[src/rtl/pipe_hazard_ctrl.sv]
// pipe_hazard_ctrl
// Hazard controller for a 5-stage ARM pipeline (F,D,E,M,W). It tracks a shadow copy
// of the E/M/W control fields and uses it to produce these signals:
// - stall and flush controls for the F/D and D/E pipeline registers
// - E-stage forwarding selects
// - saturating debug counters for load-use stalls and F/D flushes

module pipe_hazard_ctrl #(
   parameter int RA_W  = 4,
   parameter int CNT_W = 16
) (
   input  logic             clk,
   input  logic             reset,
   input  logic [RA_W-1:0]  RA1D,
   input  logic [RA_W-1:0]  RA2D,
   input  logic [RA_W-1:0]  WA3D,
   input  logic             RegWriteD,
   input  logic             MemtoRegD,
   input  logic             PCSrcD,
   input  logic             CondExE,
   input  logic             BranchTakenE,
   output logic             StallF,
   output logic             StallD,
   output logic             FlushD,
   output logic             FlushE,
   output logic [1:0]       ForwardAE,
   output logic [1:0]       ForwardBE,
   output logic [CNT_W-1:0] StallCnt,
   output logic [CNT_W-1:0] FlushCnt
);

   // r15 is the PC. Reads of r15 come from the PC+8 path, so they never forward.
   localparam logic [RA_W-1:0] PC_REG = RA_W'(15);

   localparam logic [1:0] FWD_RF  = 2'b00;
   localparam logic [1:0] FWD_W   = 2'b01;
   localparam logic [1:0] FWD_M   = 2'b10;

   // Shadow E stage
   logic            e_v;
   logic [RA_W-1:0] e_ra1, e_ra2, e_wa3;
   logic            e_rw, e_mr, e_pcs;
   // Shadow M stage
   logic            m_v;
   logic [RA_W-1:0] m_wa3;
   logic            m_rw, m_pcs;
   // Shadow W stage
   logic            w_v;
   logic [RA_W-1:0] w_wa3;
   logic            w_rw, w_pcs;

   // Effective controls: a stored control bit counts only when its stage holds a valid instruction.
   logic e_mr_eff, e_pcs_eff, m_rw_eff, m_pcs_eff, w_rw_eff, w_pcs_eff;
   logic ldr_stall, pc_wr_pend;

   assign e_mr_eff  = e_mr  & e_v;
   assign e_pcs_eff = e_pcs & e_v;
   assign m_rw_eff  = m_rw  & m_v;
   assign m_pcs_eff = m_pcs & m_v;
   assign w_rw_eff  = w_rw  & w_v;
   assign w_pcs_eff = w_pcs & w_v;

   function automatic logic reg_match(input logic [RA_W-1:0] ra, input logic [RA_W-1:0] wa);
      return (ra == wa) && (ra != PC_REG);
   endfunction

   // A load-use stall happens when D reads a register that the load now in E will write.
   assign ldr_stall  = (reg_match(RA1D, e_wa3) | reg_match(RA2D, e_wa3)) & e_mr_eff;
   // A PC write is pending while a PC-writing instruction sits in D, E or M.
   assign pc_wr_pend = PCSrcD | e_pcs_eff | m_pcs_eff;

   assign StallF = ldr_stall | pc_wr_pend;
   assign StallD = ldr_stall;
   assign FlushD = pc_wr_pend | w_pcs_eff | BranchTakenE;
   assign FlushE = ldr_stall | BranchTakenE;

   // Forwarding selects for the E-stage operands. M is newer than W, so M wins.
   always_comb begin
      // NOTE: every output of this block gets a default first, so no path through it can infer a latch.
      ForwardAE = FWD_RF;
      ForwardBE = FWD_RF;
      if (reg_match(e_ra1, m_wa3) && m_rw_eff)      ForwardAE = FWD_M;
      else if (reg_match(e_ra1, w_wa3) && w_rw_eff) ForwardAE = FWD_W;
      if (reg_match(e_ra2, m_wa3) && m_rw_eff)      ForwardBE = FWD_M;
      else if (reg_match(e_ra2, w_wa3) && w_rw_eff) ForwardBE = FWD_W;
   end

   // The shadow pipeline advances one stage on every clock and never stalls.
   // FlushE loads a bubble into E. CondExE squashes the writes of the instruction leaving E.
   always_ff @(posedge clk or posedge reset) begin
      // NOTE: state updates use non-blocking assignments, so every stage samples the pre-edge value of the stage before it.
      if (reset) begin
         e_v   <= 1'b0;  e_ra1 <= '0;  e_ra2 <= '0;  e_wa3 <= '0;
         e_rw  <= 1'b0;  e_mr  <= 1'b0; e_pcs <= 1'b0;
         m_v   <= 1'b0;  m_wa3 <= '0;  m_rw  <= 1'b0; m_pcs <= 1'b0;
         w_v   <= 1'b0;  w_wa3 <= '0;  w_rw  <= 1'b0; w_pcs <= 1'b0;
      end else begin
         if (FlushE) begin
            e_v   <= 1'b0;  e_ra1 <= '0;  e_ra2 <= '0;  e_wa3 <= '0;
            e_rw  <= 1'b0;  e_mr  <= 1'b0; e_pcs <= 1'b0;
         end else begin
            e_v   <= 1'b1;
            e_ra1 <= RA1D;
            e_ra2 <= RA2D;
            e_wa3 <= WA3D;
            e_rw  <= RegWriteD;
            e_mr  <= MemtoRegD;
            e_pcs <= PCSrcD;
         end
         m_v   <= e_v;
         m_wa3 <= e_wa3;
         m_rw  <= e_rw  & CondExE;
         m_pcs <= e_pcs & CondExE;
         w_v   <= m_v;
         w_wa3 <= m_wa3;
         w_rw  <= m_rw;
         w_pcs <= m_pcs;
      end
   end

   // Debug event counters. Each one stops at all-ones instead of wrapping.
   always_ff @(posedge clk or posedge reset) begin
      if (reset) begin
         StallCnt <= '0;
         FlushCnt <= '0;
      end else begin
         if (ldr_stall && (StallCnt != '1)) StallCnt <= StallCnt + CNT_W'(1);
         if (FlushD    && (FlushCnt != '1)) FlushCnt <= FlushCnt + CNT_W'(1);
      end
   end

endmodule
[config.mk]
export PLATFORM = sky130hd
export DESIGN_NAME = pipe_hazard_ctrl
export DESIGN_NICKNAME = d
export VERILOG_FILES = /design/src/rtl/pipe_hazard_ctrl.sv
export SDC_FILE = /design/constraint.sdc
export NUM_CORES = 1
export LEC_CHECK = 0
export BUFFER_PORTS_ARGS = -buffer_cell sky130_fd_sc_hd__buf_2
export CORE_MARGIN = 2
export CORE_UTILIZATION = 27
export DETAILED_ROUTE_END_ITERATION = 8
export SETUP_SLACK_MARGIN = 0.05
export SLEW_MARGIN = 10
export SYNTH_ARGS = -nofsm -noshare
export SYNTH_HDL_FRONTEND = slang
export SYNTH_SLANG_ARGS = --single-unit
[constraint.sdc]
create_clock -name clk -period 2.2 [get_ports clk]
set_input_delay 0.11 -clock clk [delete_from_list [all_inputs] [get_ports clk]]
set_output_delay 0.11 -clock clk [all_outputs]
set_load 0.05 [all_outputs]
# After elaboration in Yosys (flattened, before gate mapping)
# Index checks and enable logic that the tools add are counted.
# Widths: inputs -> output; s select.
# op_classes
add_sub_neg,2
reduce_logical,12
muxes,11
n_bitwise,16
eq_ne,12
# op_table
cell,count
$add 16x1->16 const B,2
$ne 16x16->1 const B,2
$eq 4x4->1,6
$ne 4x4->1 const B,4
$logic_and 1x1->1,12
$mux 4,3
$and 1x1->1,9
$or 1x1->1,7
$mux 1,6
$mux 2,2
# word_totals
in_bits,19
out_inout_bits,40
regBits,62

# Longest topological paths before layout
# logic_depth
depth_word,6
mapped_depth,6
depth_no_buf,6

# Worst setup path after synthesis
# Ideal clock, no wire load.
# synth_path
path_kind,reg-to-output
start,reg e_ra1[1]
end,out ForwardAE[0]
n_path_buf,0
stages_incl_launch_ff,5
path_slack_ps,-958
t_arrival_ps,3048
cell_sequence,dfrtp_1 xnor2_1 nand3_1 nor4b_1 nor2_1
# synth_between
elab_chain_len,5
# synth_rtl
element,line_no,source
start: declaration,41,"logic [RA_W-1:0] e_ra1, e_ra2, e_wa3;"
start signal: assignment,93,e_v <= 1'b0; e_ra1 <= '0; e_ra2 <= '0; e_wa3 <= '0;
start signal: assignment,99,e_v <= 1'b0; e_ra1 <= '0; e_ra2 <= '0; e_wa3 <= '0;
start signal: assignment,103,e_ra1 <= RA1D;
$eq 4x4->1 or $ne 4x4->1 (tied branches),64,return (ra == wa) && (ra != PC_REG);
$logic_and 1x1->1,64,
$logic_and 1x1->1,83,"else if (reg_match(e_ra1, w_wa3) && w_rw_eff) ForwardAE = FWD_W;"
$mux 1,83,
$mux 2 (*),82,"if (reg_match(e_ra1, m_wa3) && m_rw_eff) ForwardAE = FWD_M;"
end: declaration,26,"output logic [1:0] ForwardAE,"
# Every way passes the cells marked *; elsewhere a longest branch is shown, timed or not.

# Worst setup path after layout
# layout_path
start,reg e_wa3[2]
end,out FlushE
# layout_between
elab_chain_len,5
# layout_rtl
element,line_no,source
start: declaration,41,
start signal: assignment,93,
start signal: assignment,99,
start signal: assignment,105,e_wa3 <= WA3D;
$eq 4x4->1,64,
$logic_and 1x1->1,64,
$or 1x1->1 (*),68,"assign ldr_stall = (reg_match(RA1D, e_wa3) | reg_match(RA2D, e_wa3)) & e_mr_eff;"
$and 1x1->1 (*),68,
$or 1x1->1 (*),75,assign FlushE = ldr_stall | BranchTakenE;
end: declaration,25,"output logic FlushE,"
# Marks and branches as above.

==> impl_metrics.tcl <==
set metrics [dict create \
    grt_max_degree 32 \
    ios 59 \
    drv_slew 0 \
    grt_pass1_vias 2122 \
    nNetsFinal 348 \
    cp.arrival_ns 1.89 \
    synth.mux.area_fraction_pct 2.005 \
    setup_viol 0 \
    cts_buffers 9 \
    crit_path_end_kind "primary output" \
    tns_ns 0 \
    grt_pass1_wl_um 10230 \
    cp-start-kind "flop" \
    dp_hpwl_um 4535 \
    vdd_drop_max_mv 0.4870 \
    postLayoutCellArea_um2 3582 \
    layout_common_cells "dfrtp_1 (62), buf_2 (56), xor2_1 (31)" \
    yosysWarnings 0 \
    fin_crit_ns 2.000 \
    final_layout_size_suffix_gt1_share_pct 28.48 \
    portBuffers 58 \
    die_w_um 106.0 \
    ys_ff_latch 62 \
    dpl_cell_area_um2 3298 \
    synthTopCellsByArea "dfrtp_1 (55%), xor2_1 (9.7%), and2_1 (4.2%)" \
    drt_iter0_markers 57 \
    area_delta_synth_final_pct 27.58 \
    ant_nets 0 \
    synthAdderAreaFrac_pct 0.8913 \
    wl_um 6065 \
    power_density_nw_per_um2 884.9 \
    wl_per_cell_um 13.02 \
    drc 0 \
    path_class "reg2out" \
    drt_pre_antenna_iters 4 \
    synth_compound_area_share_pct 3.030 \
    min_from "MemtoRegD" \
    cts-root-buf "clkbuf_8" \
    antennaDiodeCount 0 \
    clk_latency_ns 0.33 \
    die_area_um2 11230 \
    antenna_found_initial 0 \
    clk_path_buf_depth 2 \
    finalHoldViolCount 0 \
    r2r_cells 6 \
    postSynthAreaPerCell_um2 11.23 \
    synthCells 250 \
    hold_end "e_mr" \
    netlist_area_um2 2808 \
    worst-r2r-setup-slack_ns 0.21 \
    slew_headroom_pct 57.01 \
    clk_pin_slew_worst_paths_ns 0.06 \
    cp.required_ns 2.09 \
    die_h_um 106.0 \
    cts_num_sinks 62 \
    overflow 0 \
    tightestPinTransition_ns 0.6439 \
    synth_nets 271 \
    p_leak_nw 1.766 \
    p_total_mw 3.170 \
    cts_htree_levels 3 \
    status "completed" \
    cp_max_fo 17 \
    timing.rr.end "StallCnt[14]" \
    synthSimpleGateAreaFrac_pct 23.80 \
    drv_cap 0 \
    core_region_area_um2 10230 \
    r2r_start "e_wa3[2]" \
    synthXorXnorAreaFrac_pct 13.41 \
    fmax_mhz 499.9 \
    finClkSkew_ns 0.01199 \
    cts_tree "yes" \
    yosysTopAreaCell "dfrtp_1" \
    start_util_pct 27.44 \
    period_share_pct 90.92 \
    ys_types 33 \
    track_usage_pct 11.70 \
    place.gp.congestion 0.8286 \
    yosysSeqAreaShare_pct 55.26 \
    final_common_cell "dfrtp_1" \
    synthDominantCellAreaShare_pct 55.26 \
    vias_per_cell 4.506 \
    rsz0062_at_grt "yes" \
    hold_depth 2 \
    hp-class "in2reg" \
    synth_top_family_by_area "simple AND/OR/NAND/NOR gates" \
    dr_total_vias 2100 \
    row_count 37 \
]
[layer usage]
metal	wire length, µm	up-vias	track usage, %
met2	3121	38	20.37
met1	2643	1030	13.68
met5	0	-	0
li1	-	1025	-
met4	78	0	4.793
met3	221	7	3.066
[kinds of logic (layout without fill, tap and decap cells)]
| group | after synthesis | after routing |
|---|---|---|
| multiplexers | 5 | 5 |
| adder cells (fa/ha/maj) | 2 | 2 |
| AND/OR/NAND/NOR | 116 | 116 |
| buffers and inverters | 8 | 88 |
| flip-flops | 62 | 62 |
| AO/OA/AOI/OAI | 14 | 14 |
| XOR/XNOR | 43 | 43 |
[worst max-delay path by stage]
| stage | slack, ns | cells past startpoint | start | to |
|---|---|---|---|---|
| detailed placement | 0.20 | 6 | e_wa3[2] | StallCnt[10] |
| global route | 0.02 | 6 | e_wa3[2] | FlushE |
| global placement | 0.29 | 5 | e_wa3[2] | StallCnt[14] |
| CTS | 0.1 | 6 | e_wa3[2] | FlushE |
| floorplan | 0.16 | 6 | FlushCnt[0] | FlushCnt[6] |
| finish | 0.20 | 6 | e_wa3[2] | FlushE |
[state kept, by name, indices dropped and copies added, names as in the netlist, 4 cells and up]
name	count
e_ra2	4
m_wa3	4
e_ra1	4
e_wa3	4
FlushCnt	16
w_wa3	4
StallCnt	16
[Yosys cell counts]
library cell	count
or2_2	3
and2_1	19
dfrtp_1	62
xor2_1	31
nor4b_1	5
and3_2	1
nor4_2	1
a221oi_1	1
buf_4	2
and3_1	4
nor2_1	3
a22oi_2	1
nand2b_1	2
nor3b_1	2
and2b_2	1
inv_1	4
clkbuf_1	1
and4_1	4
a21oi_1	2
nand2_1	23
buf_6	1
nor4_1	4
ha_1	2
nor3_1	11
o21a_1	1
a31oi_1	1
and3b_1	1
mux2_2	5
nor3_4	1
xnor2_1	12
nand3_1	21
nand4_1	10
o21ai_0	8
[power breakdown]
group	internal, mW	switching (mW)	total [mW]
clock	0.544	0.425	0.970
sequential	1.27	0.148	1.41
combinational	0.232	0.555	0.787
total	2.04	1.13	3.17
[layout make-up]
class                      count  area, µm²
fill                        1006       6649
sequential                    62       1551
multi-input combinational    180       1255
timing repair buffer          70      402.9
tap                          136      170.2
clock buffer                  11      141.4
clock inverter                 3      46.29
inverter                       4      15.01
[timing repair]
item | CTS | global route
pin swaps | 1 | 0
endpoints found under the hold margin | 36 | 0
resized for setup | 2 | 3
hold buffers | 7 | 0
buffers inserted | 1 | 0
setup endpoints to repair | 2 | 2
[stage by stage]
step                      worst slack, ns  utilization, %  hold WS [ns]  cells
after global placement             0.2907           32.24        0.2571    444
final                              0.1998           35.01       0.01595    466
after floorplan                    0.1632               -        0.2386    250
after global routing              0.02371           35.01      0.007846    466
after detailed placement           0.1990           32.24        0.2538    444
after CTS                         0.09818           34.87      0.002560    466
[critical path: stages, from the launching register on]
cell and delay, ns:
dfrtp_1 0.42, xor2_1 0.19, nor4_2 0.29, a22oi_2 0.15, and2b_4 0.24, inv_1 0.06
clkbuf_4 0.22
Power figures use the tool's default switching activity.
